File: src/rtl/vec_sequencer.sv
// vec_sequencer: replays a stored table of stimulus vectors into a DUT and checks
// the DUT responses one cycle later against a table of expected responses.
// It counts mismatches, records the first failing index and compresses every
// captured response into a MISR signature. Loop mode repeats passes until abort.
module vec_sequencer #(
    parameter int IN_W  = 33,
    parameter int OUT_W = 25,
    parameter int DEPTH = 64,
    parameter int AW    = $clog2(DEPTH),
    parameter logic [OUT_W-1:0] POLY = 25'h0000009
) (
    input  logic             clk,
    input  logic             rst,
    input  logic             ld_stim,
    input  logic             ld_exp,
    input  logic [AW-1:0]    ld_addr,
    input  logic [IN_W-1:0]  ld_stim_data,
    input  logic [OUT_W-1:0] ld_exp_data,
    input  logic             start,
    input  logic             loop_mode,
    input  logic             abort,
    input  logic [AW:0]      num_vec,
    output logic [IN_W-1:0]  dut_in,
    input  logic [OUT_W-1:0] dut_out,
    output logic             busy,
    output logic             done,
    output logic             aborted,
    output logic [15:0]      mismatch_cnt,
    output logic [AW-1:0]    first_fail_idx,
    output logic             first_fail_vld,
    output logic [OUT_W-1:0] signature,
    output logic [7:0]       pass_cnt
);

    typedef enum logic [1:0] {IDLE, RUN, DRAIN} state_t;

    state_t state;
    state_t next_state;

    logic [IN_W-1:0]  stim_mem [DEPTH];
    logic [OUT_W-1:0] exp_mem  [DEPTH];

    logic [AW-1:0]    idx;
    logic [AW-1:0]    idx_d;
    logic [AW:0]      nv;
    logic             loop_q;
    logic             cap_vld;

    logic             apply;
    logic             last_idx;
    logic             miscompare;
    logic [AW:0]      nv_clamped;
    logic [OUT_W-1:0] sig_next;

    assign busy = (state != IDLE);

    // Memories are written only while idle; their contents survive reset.
    always_ff @(posedge clk) begin
        if (!rst && state == IDLE) begin
            if (ld_stim) begin
                stim_mem[ld_addr] <= ld_stim_data;
            end
            if (ld_exp) begin
                exp_mem[ld_addr] <= ld_exp_data;
            end
        end
    end

    // State register.
    always_ff @(posedge clk) begin
        if (rst) begin
            state <= IDLE;
        end else begin
            state <= next_state;
        end
    end

    // Next-state logic plus the per-cycle apply/capture decisions.
    always_comb begin
        next_state = state;
        nv_clamped = (num_vec > (AW+1)'(DEPTH)) ? (AW+1)'(DEPTH) : num_vec;
        last_idx   = ({1'b0, idx} == (nv - 1'b1));
        apply      = (state == RUN) && !abort;
        miscompare = cap_vld && (dut_out != exp_mem[idx_d]);
        sig_next   = {signature[OUT_W-2:0], 1'b0}
                   ^ (signature[OUT_W-1] ? POLY : '0)
                   ^ dut_out;
        case (state)
            IDLE: begin
                if (start && num_vec != '0) begin
                    next_state = RUN;
                end
            end
            RUN: begin
                if (abort || (last_idx && !loop_q)) begin
                    next_state = DRAIN;
                end
            end
            DRAIN: begin
                next_state = IDLE;
            end
            default: begin
                next_state = IDLE;
            end
        endcase
    end

    // Datapath: run setup, vector apply stage, one-cycle-late capture stage.
    always_ff @(posedge clk) begin
        if (rst) begin
            dut_in         <= '0;
            done           <= 1'b0;
            aborted        <= 1'b0;
            mismatch_cnt   <= '0;
            first_fail_idx <= '0;
            first_fail_vld <= 1'b0;
            signature      <= '0;
            pass_cnt       <= '0;
            idx            <= '0;
            idx_d          <= '0;
            nv             <= '0;
            loop_q         <= 1'b0;
            cap_vld        <= 1'b0;
        end else begin
            done    <= 1'b0;
            cap_vld <= apply;
            if (state == IDLE && start) begin
                mismatch_cnt   <= '0;
                first_fail_vld <= 1'b0;
                first_fail_idx <= '0;
                signature      <= '0;
                pass_cnt       <= '0;
                aborted        <= 1'b0;
                idx            <= '0;
                nv             <= nv_clamped;
                loop_q         <= loop_mode;
                if (num_vec == '0) begin
                    done <= 1'b1;
                end
            end
            if (cap_vld) begin
                signature <= sig_next;
                if (miscompare) begin
                    if (mismatch_cnt != 16'hFFFF) begin
                        mismatch_cnt <= mismatch_cnt + 16'd1;
                    end
                    if (!first_fail_vld) begin
                        first_fail_idx <= idx_d;
                        first_fail_vld <= 1'b1;
                    end
                end
            end
            if (apply) begin
                dut_in <= stim_mem[idx];
                idx_d  <= idx;
                if (last_idx) begin
                    idx      <= '0;
                    pass_cnt <= pass_cnt + 8'd1;
                end else begin
                    idx <= idx + 1'b1;
                end
            end
            if (state == RUN && abort) begin
                aborted <= 1'b1;
            end
            if (state == DRAIN) begin
                done <= 1'b1;
            end
        end
    end

endmodule

File: config.mk
export PLATFORM = sky130hd
export DESIGN_NAME = vec_sequencer
export DESIGN_NICKNAME = d
export VERILOG_FILES = /design/src/rtl/vec_sequencer.sv
export SDC_FILE = /design/constraint.sdc
export NUM_CORES = 2
export LEC_CHECK = 0
export CORE_MARGIN = 5
export CORE_UTILIZATION = 45
export DETAILED_ROUTE_END_ITERATION = 10
export HOLD_SLACK_MARGIN = 0.1
export PLACE_DENSITY_LB_ADDON = 0.3
export SLEW_MARGIN = 20
export SYNTH_ARGS = -nofsm -noshare
export SYNTH_HDL_FRONTEND = slang
export SYNTH_SLANG_ARGS = --single-unit
File: constraint.sdc
create_clock -name clk -period 3.3 [get_ports clk]
set_input_delay 0.33 -clock clk [delete_from_list [all_inputs] [get_ports clk]]
set_output_delay 0.33 -clock clk [all_outputs]
set_load 0.03 [all_outputs]
# [Word level (Yosys, flattened, before mapping)]
# Memory sizes are Yosys's and may differ from the RTL's. A register that Yosys moved wholly into a read port is not among the register bits.
# Cells that the tools add are included.
[op_classes] add_sub_neg=4 magnitude_cmp=1 eq_ne=7 mux=38 bitwise=2 n_reduce_logical=19
[ops] op="$mux 16" count=4
[ops] op="$mux 6" count=9
[ops] op="$mux 25" count=2
[ops] op="$ne 25x25->1" count=1
[ops] op="$xor 25x25->25" count=1
[ops] op="$xor 25x4->25" count=1
[ops] op="$mux 8" count=3
[ops] op="$add 16x1->16 const B" count=1
[ops] op="$ne 16x16->1 const B" count=1
[ops] op="$mux 1" count=15
[ops] op="$add 8x1->8 const B" count=1
[ops] op="$reduce_bool 2->1" count=4
[ops] op="$eq 6x7->1" count=1
[ops] op="$gt 7x7->1 const B" count=1
[ops] op="$logic_and 1x1->1" count=7
[ops] op="$logic_not 7->1" count=1
[ops] op="$mux 7" count=1
[ops] op="$reduce_bool 7->1" count=1
[ops] op="$sub 7x1->7 const B" count=1
[ops] op="$add 6x1->6 const B" count=1
[ops] op="$mux 2" count=2
[ops] op="$mux 4" count=1
[ops] op="$pmux 2 s2" count=1
[ops] op="$logic_not 1->1" count=3
[ops] op="other kinds (7)" count=7
[word_totals] register_bits=81 mem_bits_rw=3712 in_bits=103 output_inout_bits=92 wordCells=86 mem_count=2
[memory_table] memory="stim_mem" depth=64 word_bits=33 read_ports=1 rd_clocked_by_memory_dff=1 write_ports=1 line_no="40" rtl="logic [IN_W-1:0] stim_mem [DEPTH];"
[memory_table] memory="exp_mem" depth=64 word_bits=25 read_ports=1 rd_clocked_by_memory_dff=1 write_ports=1 line_no="41" rtl="logic [OUT_W-1:0] exp_mem [DEPTH];"

# [Logic depth before layout (Yosys ltp)]
[logic_depth] ltp_word=6 depth_mapped=18 mapped_depth_nobuf=13

# [Worst setup path before layout]
# Ideal clock, no wire load.
[synth_path] path_type="register to register" startpoint="register state[1]" endpoint="memory stim_mem[40][0], enable pin" setup_ns=0.423 arrival_time_ns=2.947 required_time_ns=2.877 setup_slack_ns=-0.070 stages_incl_launch_ff=8 n_path_buf=1 synth_period_minus_slack_ns=3.370 path_cell_list="dfxtp_1 or2_2 clkbuf_1 nor2_1 nand2_1 nor2_1 nand3_1 nor2_1"
[synth_via] elab_chain_len=4
[synth_lines] element="start, declared" line_no="37" rtl="state_t state;"
[synth_lines] element="start signal, assigned" line_no="74" rtl="state <= next_state;"
[synth_lines] element="$logic_not 2->1" line_no="59" rtl="if (!rst && state == IDLE) begin"
[synth_lines] element="$logic_and 1x1->1" line_no="59"
[synth_lines] element="$mux 1" line_no="59"
[synth_lines] element="$mux 1 (implied by the code)" line_no="61" rtl="stim_mem[ld_addr] <= ld_stim_data;"
[synth_lines] element="end, declared" line_no="40"
# Every way passes these cells.

==> parameters.txt <==
Parameter                              Value

Status
  Run status    complete, but fails checks
  Violations in the final reports    negative setup slack

Logic synthesis
  Syn avg cell area    22.1 sq um
  Cell Area, Synth    148,000 sq um
  Post-synthesis net count    6,797
  Flip-flop and latch count after synthesis    3,832
  Number of distinct standard cells referenced by the synthesized netlist    77
  Async S/R FF share, synth    0%
  Dominant register cell in the synthesized netlist    sky130_fd_sc_hd__edfxtp_1
  Sequential fraction of the synthesis area    77.0%
  Number of enable flip-flop cells after synthesis    3,712
  Total of warnings raised by yosys    0
  Number of instances in the synthesized netlist    between 6,000 and 7,000

Floorplanning
  Number of placed I/O pins    195
  Die area    340,000 sq um
  Die span in y    583 microns
  Starting utilization of the core area    45.2%
  Die W    583 microns
  Core area    roughly 330,000 sq um
  Row cnt    210

Layout
  Utilization after layout    about 54%
  Fraction of final layout cells sized beyond drive strength 1    33.2%
  Net count reported at finish    slightly below 8,000
  Area added between synthesis and finish    20.2%
  Most frequent cells in the layout    sky130_fd_sc_hd__edfxtp_1, sky130_fd_sc_hd__mux4_2, sky130_fd_sc_hd__buf_4, sky130_fd_sc_hd__clkbuf_16, sky130_fd_sc_hd__buf_12
  Commonest non-fill, non-tap cell in the layout    sky130_fd_sc_hd__edfxtp_1

Timing
  Worst-margin pin slew    1.16 ns
  Fin Clk Skew    0.0813 ns
  Number of hold violations in the final report    0
  Normalized max-slew margin    22.7%
  Post-route setup slack    -0.711 ns
  Final setup fails    23
  Fmax achieved    249 MHz
  Final period util    122%
  RSZ-0062 raised after global routing    true
  Fin crit period    4.01 ns
  Max-slew violation total from the final report    0
  Worst hold slack    0.163 ns

Worst setup path
  Crit path max-delay family    multiplexers
  Top cell by count, worst path    sky130_fd_sc_hd__buf_12
  Count of buffer and inverter cells on the critical path    6
  Worst-case register-to-register setup slack    -0.71 ns
  Crit start category    flip-flop
  Slowest stage cell, crit path    sky130_fd_sc_hd__mux4_2
  Max FO, Critical Path    8
  Required @ worst endpoint    roughly 4.1 ns
  Cell depth of the worst flop-to-flop path    17
  Cells along the critical path    buf_12 > buf_16 > buf_12 > buf_6 > mux4_2 > mux4_2 > nor2_4 > nor4_2 > a31oi_1 > xor2_1 > nand4_1 > nor4_4 > buf_12 > a21oi_4 > buf_6 > mux2i_1 > o41ai_1
  Critical path type    flip-flop to flip-flop
  Destination of the worst register-to-register timing path    mismatch_cnt[2]
  Endpoint type of the worst setup path    flip-flop
  Arrival time at the worst endpoint    around 4.8 ns
  CP peak stage delay    0.53 ns

Clock tree
  H-Tree Depth    5
  Number of sinks handled by clock tree synthesis    approximately 3,800
  CTS buffer count    387
  Number of buffers on the longest clock path    4
  Clock tree root buffer cell    sky130_fd_sc_hd__clkbuf_16
  TritonCTS clock tree    done
  Clock Latency Late Sink    0.95 ns
  Clock transition at the registers of the reported paths    0.06 ns

Detailed routing
  First DRT Iteration DRCs    10,300
  Highest metal used    met5
  DRC violations left    0
  DR WL met3    37,500 microns
  Number of nets with antenna violations after detailed routing    0
  Length of the first detailed-routing pass in iterations    6
  WL per Instance    34.0 microns
  Via count    approximately 76,000
  Final Routed Wirelength    423,000 microns
  Sum of routed wire segments on met1    between 150,000 and 200,000 microns
  Via density per instance    6.12
  Detailed-routed wire length on met2    210,000 microns

Global routing
  Vias in the first global route    76,600
  Total grt overflow    0
  First-pass GRT wire length    590,000 microns
  Pin count of the biggest net entering global routing    89
  Global Route Usage Sum    24.5%
  Initial antenna violation count    27

Worst hold path
  Worst Hold Class    input pin to flip-flop
  Cell depth of the worst min-delay path    1
  Worst Hold Launch    ld_stim_data[19]
  Destination of the worst hold path    stim_mem[13][19]

Power
  Worst-case vdd ir drop    498 uV
  Areal power density over the cells    560 nW/um^2
  Static leakage power    about 55 nW

Placed design
  Last weighted congestion value of the routability-driven placer    0.892
  Number of buffers added on ports    approximately 190
  Dpl hpwl    257,000 microns

Run
  Reported max-cap violation count    0
[power breakdown]
part | switching, mW | internal [mW]
Clock | 18.4 | 24.8
Sequential | 0.0494 | 53.4
Combinational | 1.84 | 0.985
[kinds of logic after synthesis]
family | share of synthesized area, %
flip-flops | 77.0
multiplexers | 17.2
AND/OR/NAND/NOR | 2.11
AO/OA/AOI/OAI | 1.81
buffers and inverters | 1.29
XOR/XNOR | 0.504
adder cells (fa/ha/maj) | 0.0339
[synth_stat cells (50+ instances only)]
library cell | instances | area share [%]
sky130_fd_sc_hd__dfxtp_1 | 120 | 1.6
sky130_fd_sc_hd__mux2i_1 | 241 | 1.6
sky130_fd_sc_hd__buf_2 | 55 | 0.19
sky130_fd_sc_hd__a22oi_1 | 78 | 0.40
sky130_fd_sc_hd__nand2_1 | 229 | 0.58
sky130_fd_sc_hd__mux4_2 | 997 | 15
sky130_fd_sc_hd__clkbuf_1 | 172 | 0.44
sky130_fd_sc_hd__edfxtp_1 | 3712 | 75
sky130_fd_sc_hd__buf_1 | 77 | 0.20
sky130_fd_sc_hd__mux2_2 | 50 | 0.38
sky130_fd_sc_hd__nor2_1 | 248 | 0.63
sky130_fd_sc_hd__a21oi_1 | 105 | 0.36
[layout make-up]
| type | count | area [sq um] |
|---|---|---|
| well taps | 4346 | 5440 |
| clock buffers | 499 | 10500 |
| diodes | 7 | 17.5 |
| multi-input cells | 2469 | 33300 |
| fillers | 24300 | 149000 |
| clock inverters | 216 | 1990 |
| inverters | 16 | 60.1 |
| repair buffers | 1068 | 12500 |
| flip-flops and latches | 3832 | 114000 |
[sequential cells by signal, indices dropped and copies added, names as in the netlist, 7 cells and up, named ones only]
name / count
mismatch_cnt: 16
exp_mem: 1600
dut_in: 33
signature: 25
stim_mem: 2112
nv: 7
pass_cnt: 8
[worst max path at each step]
stage / startpoint / end / slack [ns] / cells past startpoint
finish: flip-flop / mismatch_cnt[2] / -0.71 / 17
detailed placement: flip-flop / mismatch_cnt[2] / -1.17 / 15
CTS: flip-flop / mismatch_cnt[2] / -0.61 / 15
global placement: flip-flop / mismatch_cnt[3] / -1.14 / 15
floorplan: state[1] / stim_mem[40][0] / -0.07 / 7
global route: flip-flop / mismatch_cnt[4] / -0.80 / 17
[timing repair]
item	in CTS	in global routing
endpoints found under the hold margin	406	1918
buffers inserted	22	44
endpoints found under the setup margin	23	23
hold buffers	24	31
gates resized for setup	67	49
cloned	5	4
pin swaps	24	26
[worst register-to-register path, cell delays in order (launching register included)]
cell	delay, ns
sky130_fd_sc_hd__dfxtp_4	0.41
sky130_fd_sc_hd__buf_12	0.17
sky130_fd_sc_hd__buf_16	0.16
sky130_fd_sc_hd__buf_12	0.14
sky130_fd_sc_hd__buf_6	0.10
sky130_fd_sc_hd__mux4_2	0.47
sky130_fd_sc_hd__mux4_2	0.53
sky130_fd_sc_hd__nor2_4	0.16
sky130_fd_sc_hd__nor4_2	0.05
sky130_fd_sc_hd__a31oi_1	0.25
sky130_fd_sc_hd__xor2_1	0.17
sky130_fd_sc_hd__nand4_1	0.20
sky130_fd_sc_hd__nor4_4	0.37
sky130_fd_sc_hd__buf_12	0.21
sky130_fd_sc_hd__a21oi_4	0.12
sky130_fd_sc_hd__buf_6	0.14
sky130_fd_sc_hd__mux2i_1	0.16
sky130_fd_sc_hd__o41ai_1	0.10
[per-layer routing]
layer	track usage, %	vias to the layer above
met2	40.5	4272
met1	33.0	40800
met3	3.83	793
li1	-	30300
met4	9.47	2
met5	0	-
[per-stage QoR]
step                worst slack, ns  power [mW]  setup TNS [ns]  cell area [sq um]  instances
floorplan                   -0.0704        55.6          -45.40             148000       6690
CTS                          -0.612        99.9          -12.63             177000      12400
global placement              -1.14        57.2          -24.30             163000      11600
detailed placement            -1.17        57.2          -25.30             163000      11600
finish                       -0.711        99.5          -15.09             178000      12500
global route                 -0.797         102          -17.10             178000      12400
Power figures use the tool's default switching activity.
